$ cat src/rtl/mul32_mac_seq_pkg.sv
// Shared types, step table and carry-save helpers for the 32x32 multiply-accumulate sequencer.
package mul_pkg;

    typedef logic [15:0] w16_t;
    typedef logic [31:0] w32_t;
    typedef logic [63:0] w64_t;

    typedef enum logic [1:0] {
        IDLE = 2'd0,
        MUL  = 2'd1,
        ADD  = 2'd2,
        DONE = 2'd3
    } state_t;

    // Left shift applied to the partial product of each MUL step (lo*lo, hi*lo, lo*hi, hi*hi).
    localparam int STEP_SHIFT [4] = '{0, 16, 16, 32};

    // 64-bit 3:2 compressor; returns {carry<<1, sum}, carry out of bit 63 is dropped.
    function automatic logic [127:0] csa_3_2_w64(input w64_t x, input w64_t y, input w64_t z);
        w64_t sum;
        w64_t carry;
        sum   = x ^ y ^ z;
        carry = (x & y) | (x & z) | (y & z);
        return {carry << 1, sum};
    endfunction

    // 32-bit 3:2 compressor used inside the Booth core; returns {carry<<1, sum}.
    function automatic logic [63:0] csa_3_2_w32(input w32_t x, input w32_t y, input w32_t z);
        w32_t sum;
        w32_t carry;
        sum   = x ^ y ^ z;
        carry = (x & y) | (x & z) | (y & z);
        return {carry << 1, sum};
    endfunction

    // Radix-4 Booth partial product for a 3-bit window, as a 32-bit two's complement value.
    function automatic w32_t booth_pp(input w16_t a, input logic [2:0] sel);
        w32_t mag;
        w32_t res;
        mag = '0;
        res = '0;
        case (sel)
            3'b001, 3'b010: res = {16'd0, a};
            3'b011:         res = {15'd0, a, 1'b0};
            3'b100: begin
                mag = {15'd0, a, 1'b0};
                res = ~mag + 32'd1;
            end
            3'b101, 3'b110: begin
                mag = {16'd0, a};
                res = ~mag + 32'd1;
            end
            default:        res = '0;
        endcase
        return res;
    endfunction

endpackage

$ cat src/rtl/mul32_mac_seq_if.sv
// Request/result handshake bundle between a requester and the multiply-accumulate sequencer.
interface mul32_mac_seq_if;
    import mul_pkg::*;

    logic  in_valid;
    logic  in_ready;
    w32_t  in_a;
    w32_t  in_b;
    w64_t  in_c;
    logic  in_acc;
    logic  out_valid;
    logic  out_ready;
    w64_t  out_y;
    logic  busy;

    modport master (
        output in_valid, in_a, in_b, in_c, in_acc, out_ready,
        input  in_ready, out_valid, out_y, busy
    );

    modport slave (
        input  in_valid, in_a, in_b, in_c, in_acc, out_ready,
        output in_ready, out_valid, out_y, busy
    );

endinterface

$ cat src/rtl/mul32_mac_seq_mul16_cs.sv
// Combinational 16x16 unsigned radix-4 Booth multiplier left in carry-save form:
// y_1 + y_2 == a*b (mod 2^32). Nine Booth digits cover the 16 unsigned bits plus a zero sign.
module mul16_cs
    import mul_pkg::*;
(
    input  w16_t a,
    input  w16_t b,
    output w32_t y_1,
    output w32_t y_2
);

    logic [18:0] bx;
    w32_t        s_acc;
    w32_t        c_acc;
    w32_t        pp_i;
    logic [63:0] r32;

    // Window source: two zero bits above b make the top digit non-negative, the low zero starts Booth.
    assign bx = {2'b00, b, 1'b0};

    // Fold the nine shifted Booth partial products through a linear chain of 3:2 compressors.
    always_comb begin
        s_acc = booth_pp(a, bx[2:0]);
        c_acc = '0;
        pp_i  = '0;
        r32   = '0;
        for (int i = 1; i < 9; i++) begin
            pp_i  = booth_pp(a, bx[2*i +: 3]) << (2 * i);
            r32   = csa_3_2_w32(s_acc, c_acc, pp_i);
            c_acc = r32[63:32];
            s_acc = r32[31:0];
        end
    end

    assign y_1 = s_acc;
    assign y_2 = c_acc;

endmodule

$ cat src/rtl/mul32_mac_seq.sv
// Iterative 32x32 unsigned multiply-accumulate: y = a*b + c (mod 2^64).
// One 16x16 Booth core is time-shared over four steps; passes accumulate in a 64-bit
// carry-save pair which is resolved by a single final add.
module mul32_mac_seq
    import mul_pkg::*;
(
    input  logic           clk,
    input  logic           rst,
    mul32_mac_seq_if.slave bus
);

    localparam logic [1:0] ST_IDLE = IDLE;
    localparam logic [1:0] ST_MUL  = MUL;
    localparam logic [1:0] ST_ADD  = ADD;
    localparam logic [1:0] ST_DONE = DONE;

    logic [1:0]   state;
    logic [1:0]   step;
    w32_t         a_r;
    w32_t         b_r;
    w64_t         acc_s;
    w64_t         acc_c;
    logic         out_valid_r;
    w64_t         out_y_r;

    logic         accept;
    w64_t         addend;
    w16_t         core_a;
    w16_t         core_b;
    w32_t         core_y1;
    w32_t         core_y2;
    w32_t         pp;
    w64_t         pp_sh;
    logic [127:0] csa_r;
    w64_t         csa_s;
    w64_t         csa_c;

    // Ready depends only on state and the consumer, never on in_valid.
    assign bus.in_ready  = ~rst & ((state == ST_IDLE) | ((state == ST_DONE) & bus.out_ready));
    assign accept        = bus.in_valid & bus.in_ready;
    assign bus.busy      = (state != ST_IDLE);
    assign bus.out_valid = out_valid_r;
    assign bus.out_y     = out_y_r;
    assign addend        = bus.in_acc ? bus.in_c : '0;

    // Select which 16-bit halves of a and b feed the core on this step.
    always_comb begin
        core_a = a_r[15:0];
        core_b = b_r[15:0];
        case (step)
            2'd0: begin core_a = a_r[15:0];  core_b = b_r[15:0];  end
            2'd1: begin core_a = a_r[31:16]; core_b = b_r[15:0];  end
            2'd2: begin core_a = a_r[15:0];  core_b = b_r[31:16]; end
            default: begin core_a = a_r[31:16]; core_b = b_r[31:16]; end
        endcase
    end

    mul16_cs u_core (
        .a   (core_a),
        .b   (core_b),
        .y_1 (core_y1),
        .y_2 (core_y2)
    );

    // The core pair is resolved to the exact 32-bit partial product before weighting.
    assign pp    = core_y1 + core_y2;
    assign pp_sh = w64_t'(pp) << STEP_SHIFT[step];
    assign csa_r = csa_3_2_w64(pp_sh, acc_s, acc_c);
    assign csa_c = csa_r[127:64];
    assign csa_s = csa_r[63:0];

    // Operand capture on accept; these are only read while the FSM is in MUL, so no reset is needed.
    always_ff @(posedge clk) begin
        if (accept) begin
            a_r <= bus.in_a;
            b_r <= bus.in_b;
        end
    end

    // Control FSM, step counter, carry-save accumulator and the result register.
    always_ff @(posedge clk) begin
        if (rst) begin
            state       <= ST_IDLE;
            step        <= 2'd0;
            out_valid_r <= 1'b0;
            out_y_r     <= '0;
            acc_s       <= '0;
            acc_c       <= '0;
        end else begin
            case (state)
                ST_IDLE: begin
                    if (accept) begin
                        acc_s <= addend;
                        acc_c <= '0;
                        step  <= 2'd0;
                        state <= ST_MUL;
                    end
                end
                ST_MUL: begin
                    acc_s <= csa_s;
                    acc_c <= csa_c;
                    step  <= step + 2'd1;
                    if (step == 2'd3) begin
                        state <= ST_ADD;
                    end
                end
                ST_ADD: begin
                    out_y_r     <= acc_s + acc_c;
                    out_valid_r <= 1'b1;
                    state       <= ST_DONE;
                end
                default: begin
                    if (bus.out_ready) begin
                        out_valid_r <= 1'b0;
                        if (accept) begin
                            acc_s <= addend;
                            acc_c <= '0;
                            step  <= 2'd0;
                            state <= ST_MUL;
                        end else begin
                            state <= ST_IDLE;
                        end
                    end
                end
            endcase
        end
    end

endmodule
$ cat src/flat_wrapper.sv
// flat-port wrapper written by rule: the top's interface ports become plain ports
module mul32_mac_seq_flat import mul_pkg::*;
  (clk, rst, bus_in_valid, bus_in_a, bus_in_b, bus_in_c, bus_in_acc, bus_out_ready, bus_in_ready, bus_out_valid, bus_out_y, bus_busy);
  mul32_mac_seq_if bus_i ();
  input  logic clk;
  input  logic rst;
  input wire logic [$bits(bus_i.in_valid)-1:0] bus_in_valid;
  input wire logic [$bits(bus_i.in_a)-1:0] bus_in_a;
  input wire logic [$bits(bus_i.in_b)-1:0] bus_in_b;
  input wire logic [$bits(bus_i.in_c)-1:0] bus_in_c;
  input wire logic [$bits(bus_i.in_acc)-1:0] bus_in_acc;
  input wire logic [$bits(bus_i.out_ready)-1:0] bus_out_ready;
  output wire logic [$bits(bus_i.in_ready)-1:0] bus_in_ready;
  output wire logic [$bits(bus_i.out_valid)-1:0] bus_out_valid;
  output wire logic [$bits(bus_i.out_y)-1:0] bus_out_y;
  output wire logic [$bits(bus_i.busy)-1:0] bus_busy;
  assign bus_i.in_valid = bus_in_valid;
  assign bus_i.in_a = bus_in_a;
  assign bus_i.in_b = bus_in_b;
  assign bus_i.in_c = bus_in_c;
  assign bus_i.in_acc = bus_in_acc;
  assign bus_i.out_ready = bus_out_ready;
  assign bus_in_ready = bus_i.in_ready;
  assign bus_out_valid = bus_i.out_valid;
  assign bus_out_y = bus_i.out_y;
  assign bus_busy = bus_i.busy;
  mul32_mac_seq u_core (.clk(clk), .rst(rst), .bus(bus_i));
endmodule
$ cat config.mk
export PLATFORM = sky130hd
export DESIGN_NAME = mul32_mac_seq_flat
export DESIGN_NICKNAME = d
export VERILOG_FILES = /design/src/rtl/mul32_mac_seq_pkg.sv /design/src/rtl/mul32_mac_seq_if.sv /design/src/rtl/mul32_mac_seq_mul16_cs.sv /design/src/rtl/mul32_mac_seq.sv /design/src/flat_wrapper.sv
export SDC_FILE = /design/constraint.sdc
export NUM_CORES = 1
export LEC_CHECK = 0
export ABC_AREA = 1
export ABC_CLOCK_PERIOD_IN_PS = 15900
export CORE_MARGIN = 3
export CORE_UTILIZATION = 56
export DETAILED_ROUTE_END_ITERATION = 6
export MAX_ROUTING_LAYER = met4
export PLACE_DENSITY = 0.77
export RECOVER_POWER = 100
export SYNTH_ARGS = -nofsm -noshare
export SYNTH_HDL_FRONTEND = slang
export SYNTH_SLANG_ARGS = --single-unit
$ cat constraint.sdc
create_clock -name clk -period 15.9 [get_ports clk]
set_clock_uncertainty 0.05 [all_clocks]
set_input_delay 1.59 -clock clk [delete_from_list [all_inputs] [get_ports clk]]
set_output_delay 1.59 -clock clk [all_outputs]
set_load 0.02 [all_outputs]
==> results of run 1 <==
==> per-layer routing <==
metal | track usage [%] | wire, um | vias up
li1 | - | - | 11135
met1 | 57.2 | 39300 | 12226
met2 | 62.4 | 42300 | 1961
met3 | 12.8 | 13900 | 263
met4 | 12.2 | 3690 | 0
met5 | - | 0 | -
==> sequential cells by signal, summed over array words and instances (netlist names) <==
name / count
u_core.a_r: 32
u_core.acc_c: 63
u_core.step: 2
u_core.acc_s: 64
u_core.bus.out_y: 64
u_core.state: 2
u_core.bus.out_valid: 1
u_core.b_r: 32
==> kinds of logic after synthesis <==
group,synth area share [%]
compound gates,21.2
fa+ha+maj,24.8
mux,0.0455
simple gates,17.6
buf+inv,10.4
xor+xnor,2.34
flops,23.6
==> layout by cell type, fill, tap and decap left out, drive strengths merged, types with 12 or more instances in the layout <==
cell	instances
a21oi	244
a221oi	79
a31oi	93
buf	30
clkbuf	44
clkdlybuf4s50	65
clkinv	19
dfxtp	196
dlygate4sd3	132
edfxtp	64
fa	211
ha	152
inv	499
nand2	540
nand3	124
nand4	14
nor2	306
nor3	12
o211ai	15
o21ai	250
o221ai	42
o22ai	97
or2	28
xnor2	33
xor2	33
==> cell type report <==
class	instances	area (um^2)	area share (%)
Antenna cell	2	5.00	0.0179
Clock buffer	39	785	2.81
Multi-Input combinational cell	2325	16300	58.5
Inverter	506	1900	6.81
Timing Repair Buffer	232	2210	7.93
Tap cell	585	732	2.62
Clock inverter	13	100	0.359
Sequential cell	260	5850	20.9
==> how the worst min path moves through the flow <==
| stage | depth (start not counted) | slack [ns] | end |
|---|---|---|---|
| CTS | 2 | 0.43 | u_core.bus.out_valid |
| floorplan | 2 | 0.40 | u_core.acc_c[63] |
| detailed placement | 2 | 0.42 | u_core.bus.out_valid |
| global placement | 2 | 0.40 | u_core.bus.out_valid |
| finish | 2 | 0.42 | u_core.bus.out_valid |
| global route | 2 | 0.44 | u_core.bus.out_valid |
==> worst reg2reg max path, delay by kind of cell (launching register included) <==
kind,cells,cell delay (ns)
AOI/OAI and AO/OA,11,3.23
adders and majority gates,11,5.09
xor gates and xnor gates,1,0.19
buffers and inverters,4,1.09
and+or+nand+nor,6,2.98
DFF,1,0.36
==> metrics by stage <==
step                area [um^2]  setup WS, ns
global placement          27100          4.61
finish                    27900          2.53
CTS                       27900          4.39
floorplan                 24700          6.08
detailed placement        27100          4.43
global route              27900          1.96
==> metrics.md, run 1 <==
| Metric | Value |
|---|---|
| Reg2reg path depth | 33 |
| CP Capture Type | register |
| Synth Instances | 3,253 |
| Post-CTS Setup Inserts | 0 |
| Post-DP HPWL | approximately 76,000 um |
| Worst Setup EP | u_core.acc_s[57] |
| Slew HR | -210% |
| Fillers | 3,605 |
| CTS tree | done |
| EDFF count, synth | 64 |
| Vert. Die Dim | 216 um |
| Setup_tns | 0 ns |
| Cell Rows | 76 |
| Seq cells post-synth | 260 |
| Worst Setup Start Kind | register |
| Slowest cell delay on critical path | 1.55 ns |
| Routed WL | just under 100,000 um |
| Worst reg2reg endpoint | u_core.acc_s[57] |
| Primary FF master, synth | dfxtp_1 |
| Vias in the first global route | 24,852 |
| Clock Sinks | 260 |
| R2r setup slk | 2.53 ns |
| Post-Syn Area | between 20,000 and 25,000 um^2 |
| CP required | roughly 16 ns |
| Outcome | finished with violations |
| Ys async rst share | 0% |
| Root buf cell | clkbuf_16 |
| Synth Warn # | 0 |
| Share of cells above drive strength 1 | 5.04% |
| Nets@finish | 3,850 |
| Clock-pin slew on the worst setup and hold paths | approximately 0.07 ns |
| GP Congestion | 1.05 |
| Hold Violations, Final | 0 |
| Starting density of the core | 57.1% |
| Core area | 43,400 um^2 |
| Area contributors post-synth | fa_1 17%, dfxtp_1 16%, nand2_1 7.8% |
| 1st-pass router iterations | 7 |
| Post-layout util | around 64% |
| Tcrit/Tclk final | between 80% and 90% |
| Kind of critical path | register to register |
| Syn nets | about 3,700 |
| CTS max path bufs | 3 |
| CP bufs+invs | 4 |
| Post-route DRC | 10 |
| Worst skew pair latency | a little under 0.6 ns |
| Routed Antenna Nets | 0 |
| Top cell type's share of synthesized area | 17.1% |
| Total CTS buffers | 29 |
| Min-delay worst type | register to register |
| Mean post-synth cell area | 7.61 um^2 |
| Ports | 200 |
| Distinct cells, synth | 56 |
| Worst path slowest cell | nor2_1 |
| Initial drt markers | 3,812 |
| WP depth | 33 |
| Max Clock Freq | roughly 75 MHz |
| Pin count of the biggest net entering global routing | ~120 |
| Chip Width | about 220 um |
| Critical path arrival | 13.56 ns |
| Failing checks | design-rule violations, max-capacitance violations, max-slew violations |
| Worst hold slack | ~0.42 ns |
| Hold_sp | u_core.bus.out_valid |
| GRT Total Usage | 42.5% |
| Crit path time final | between 10 and 15 ns |
| Crit-path max FO | 32 |
| Post-Place Cells | 3,908 |
| Tightest Pin Transition | ~4.7 ns |
| Max-slew violations | approximately 360 |
| H-tree levels | 1 |
| Most common cell in the netlist | nand2_1 |
| Area delta synth->final | 12.8% |
| Max cap viols | 6 |
| Total number of vias | 25,585 |
| Die ar. | between 40,000 and 50,000 um^2 |
| RSZ-0062 raised after global routing | false |
| Post_cts resized | 0 |
| Synth cell count leaders | 517 x nand2_1, 482 x inv_1, 289 x nor2_1 |
| Largest area contributor in the netlist | fa_1 |
| Initial antenna violation count | 2 |
| Finished Layout Cells | between 3,000 and 4,000 |
| Worst r2r src | u_core.step[0] |
| Cell mode on critical path | fa_1 |
| Cts-stage hold buffer count | 0 |
| Sequential share of the synthesized area | between 20% and 30% |
| Critical path origin | u_core.step[0] |
| First-pass GRT wire length | 149,000 um |
| Vias/cell | ~6.5 |
| GR Overflow Total | 0 |
| Finish-stage setup viols | 0 |
| Crit path max-delay family | adder cells |
| # port buffers | 199 |
| Drt wl/cell | 25.0 um |
Power of run 1 is not shown: default switching activity piles up to over one toggle a cycle in this logic, so the estimate is an artifact.
==> inputs of run 2 (changes only) <==
ABC_CLOCK_PERIOD_IN_PS = 14030   (was 15900)
clock period = 14.03 ns   (was 15.9 ns; I/O delays follow)
==> run 2 against run 1 <==
Effect of this change: the flow still finishes with violations (design-rule violations, max-capacitance violations, max-slew violations); fmax up 9.4%; sequential share of layout area about the same; cell area about the same; count of clock-buffer cells in the layout down 4; critical endpoint is now u_core.acc_s[62]; die area unchanged; first-iteration DRC count down 3.4%; worst hold slack better by 0.0023 ns; register-to-register slack worse by 0.72 ns.
==> metrics.md, run 2 (synthesis results as in run 1) <==
| Metric | Value |
|---|---|
| Total number of vias | ~26,000 |
| Initial drt markers | 3,681 |
| Outcome | finished with violations |
| Worst skew pair latency | between 0.5 and 0.6 ns |
| Worst Setup EP | u_core.acc_s[62] |
| Tightest Pin Transition | 3.48 ns |
| Post_cts resized | 0 |
| Post-Place Cells | 3,906 |
| Slowest cell delay on critical path | 0.56 ns |
| GRT Total Usage | 43.0% |
| Share of cells above drive strength 1 | 5.13% |
| Placement-stage cell area | 27,000 um^2 |
| Commonest non-fill, non-tap cell in the layout | nand2_1 |
| Nets@finish | 3,846 |
| Post-DP HPWL | around 76,000 um |
| Worst Setup Start Kind | register |
| Post-CTS Setup Inserts | 0 |
| Worst reg2reg endpoint | u_core.acc_s[62] |
| Min-delay worst type | register to register |
| Kind of critical path | register to register |
| Fillers | 3,677 |
| Crit path time final | 12.22 ns |
| Root buf cell | clkbuf_16 |
| Finish-stage setup viols | 0 |
| CP required | approximately 14 ns |
| Routed WL | 99,900 um |
| Hold Violations, Final | 0 |
| Critical path arrival | ~12 ns |
| Cell Rows | 76 |
| Crit-path max FO | 24 |
| Vias/cell | around 6.5 |
| Worst r2r src | u_core.step[0] |
| Starting density of the core | 57.1% |
| Routed Antenna Nets | 0 |
| Total CTS buffers | 27 |
| Critical path origin | u_core.step[0] |
| Drt wl/cell | 25.2 um |
| Core area | about 43,000 um^2 |
| Worst path slowest cell | fa_1 |
| H-tree levels | 1 |
| Chip Width | 216 um |
| Pin count of the biggest net entering global routing | between 80 and 90 |
| Slew HR | -132% |
| Clock Sinks | 260 |
| Area delta synth->final | 12.9% |
| GP Congestion | roughly 1.1 |
| Cts-stage hold buffer count | 0 |
| Tcrit/Tclk final | 87.1% |
| 1st-pass router iterations | 7 |
| CP Capture Type | register |
| Die ar. | 46,700 um^2 |
| First-pass GRT wire length | 150,000 um |
| CTS max path bufs | 3 |
| Max Clock Freq | 81.8 MHz |
| Clock-pin slew on the worst setup and hold paths | 0.07 ns |
| Max cap viols | 4 |
| Commonest cells after routing, fill and taps aside | 516 x nand2_1, 480 x inv_1, 289 x nor2_1, 244 x a21oi_1, 229 x o21ai_0 |
| Final design instance area without fill | approximately 28,000 um^2 |
| Max-slew violations | 277 |
| GR Overflow Total | 0 |
| Initial antenna violation count | 2 |
| Vert. Die Dim | 216 um |
| CTS tree | done |
| Finished Layout Cells | ~4,000 |
| Ports | 200 |
| Failing checks | design-rule violations, max-capacitance violations, max-slew violations |
| # port buffers | 199 |
| R2r setup slk | roughly 1.8 ns |
| Vias in the first global route | 24,957 |
| Setup_tns | 0 ns |
| Reg2reg path depth | 45 |
| Post-route DRC | 16 |
| RSZ-0062 raised after global routing | false |
[run 2: cell count changes in the layout (fill, tap and decap cells not counted), moves of 2 or more]
cell	before	now
clkbuf_1	14	9
o21ai_0	225	229
o21ai_1	12	8
bufinv_16	1	4
clkbuf_16	30	27
clkbuf_8	0	3
clkinv_1	13	10
clkinvlp_2	0	2
inv_1	482	480
[run 2: metal layers]
layer	global-route usage (%)	vias up	wire, um
li1	-	11115	-
met1	58.0	12153	39600
met2	60.8	1976	41500
met3	13.3	322	14000
met4	15.9	0	4790
met5	-	-	0
[run 2: worst min-delay path by stage]
stage / endpoint / depth (start not counted) / startpoint / slack (ns)
global placement: u_core.bus.out_valid / 2 / u_core.bus.out_valid / 0.40
floorplan: u_core.acc_c[63] / 2 / u_core.acc_c[63] / 0.40
finish: u_core.bus.out_valid / 2 / u_core.bus.out_valid / 0.42
detailed placement: u_core.bus.out_valid / 2 / u_core.bus.out_valid / 0.41
global route: u_core.bus.out_y[43] / 2 / u_core.bus.out_y[43] / 0.45
CTS: u_core.bus.out_valid / 2 / u_core.bus.out_valid / 0.42
[run 2: critical path, delay by kind of cell (launching register included)]
family / cells / cell delay (ns)
adders and majority gates: 12 / 5.36
AOI/OAI and AO/OA: 10 / 2.81
and+or+nand+nor: 16 / 2.58
buffers and inverters: 7 / 0.78
DFF: 1 / 0.37
[run 2: final cells by class]
cell class              instances  area (um^2)  share of cell area, %
multi-input cells            2325        16300                   58.4
flip-flops and latches        260         5850                   20.9
repair buffers                230         2200                   7.89
inverters                     506         1900                   6.80
clock buffers                  35          736                   2.63
well taps                     585          732                   2.62
clock inverters                15          189                  0.677
diodes                          3         7.51                 0.0269
[run 2: through the flow]
step | hold WS [ns] | util (%) | setup WS [ns]
after floorplan | 0.404 | - | 4.21
after global placement | 0.397 | 62.4 | 2.85
after detailed placement | 0.414 | 62.4 | 2.55
after CTS | 0.423 | 64.5 | 2.51
after global routing | 0.453 | 64.4 | 1.16
final | 0.422 | 64.4 | 1.81
Power of run 2 is left out for the same reason.
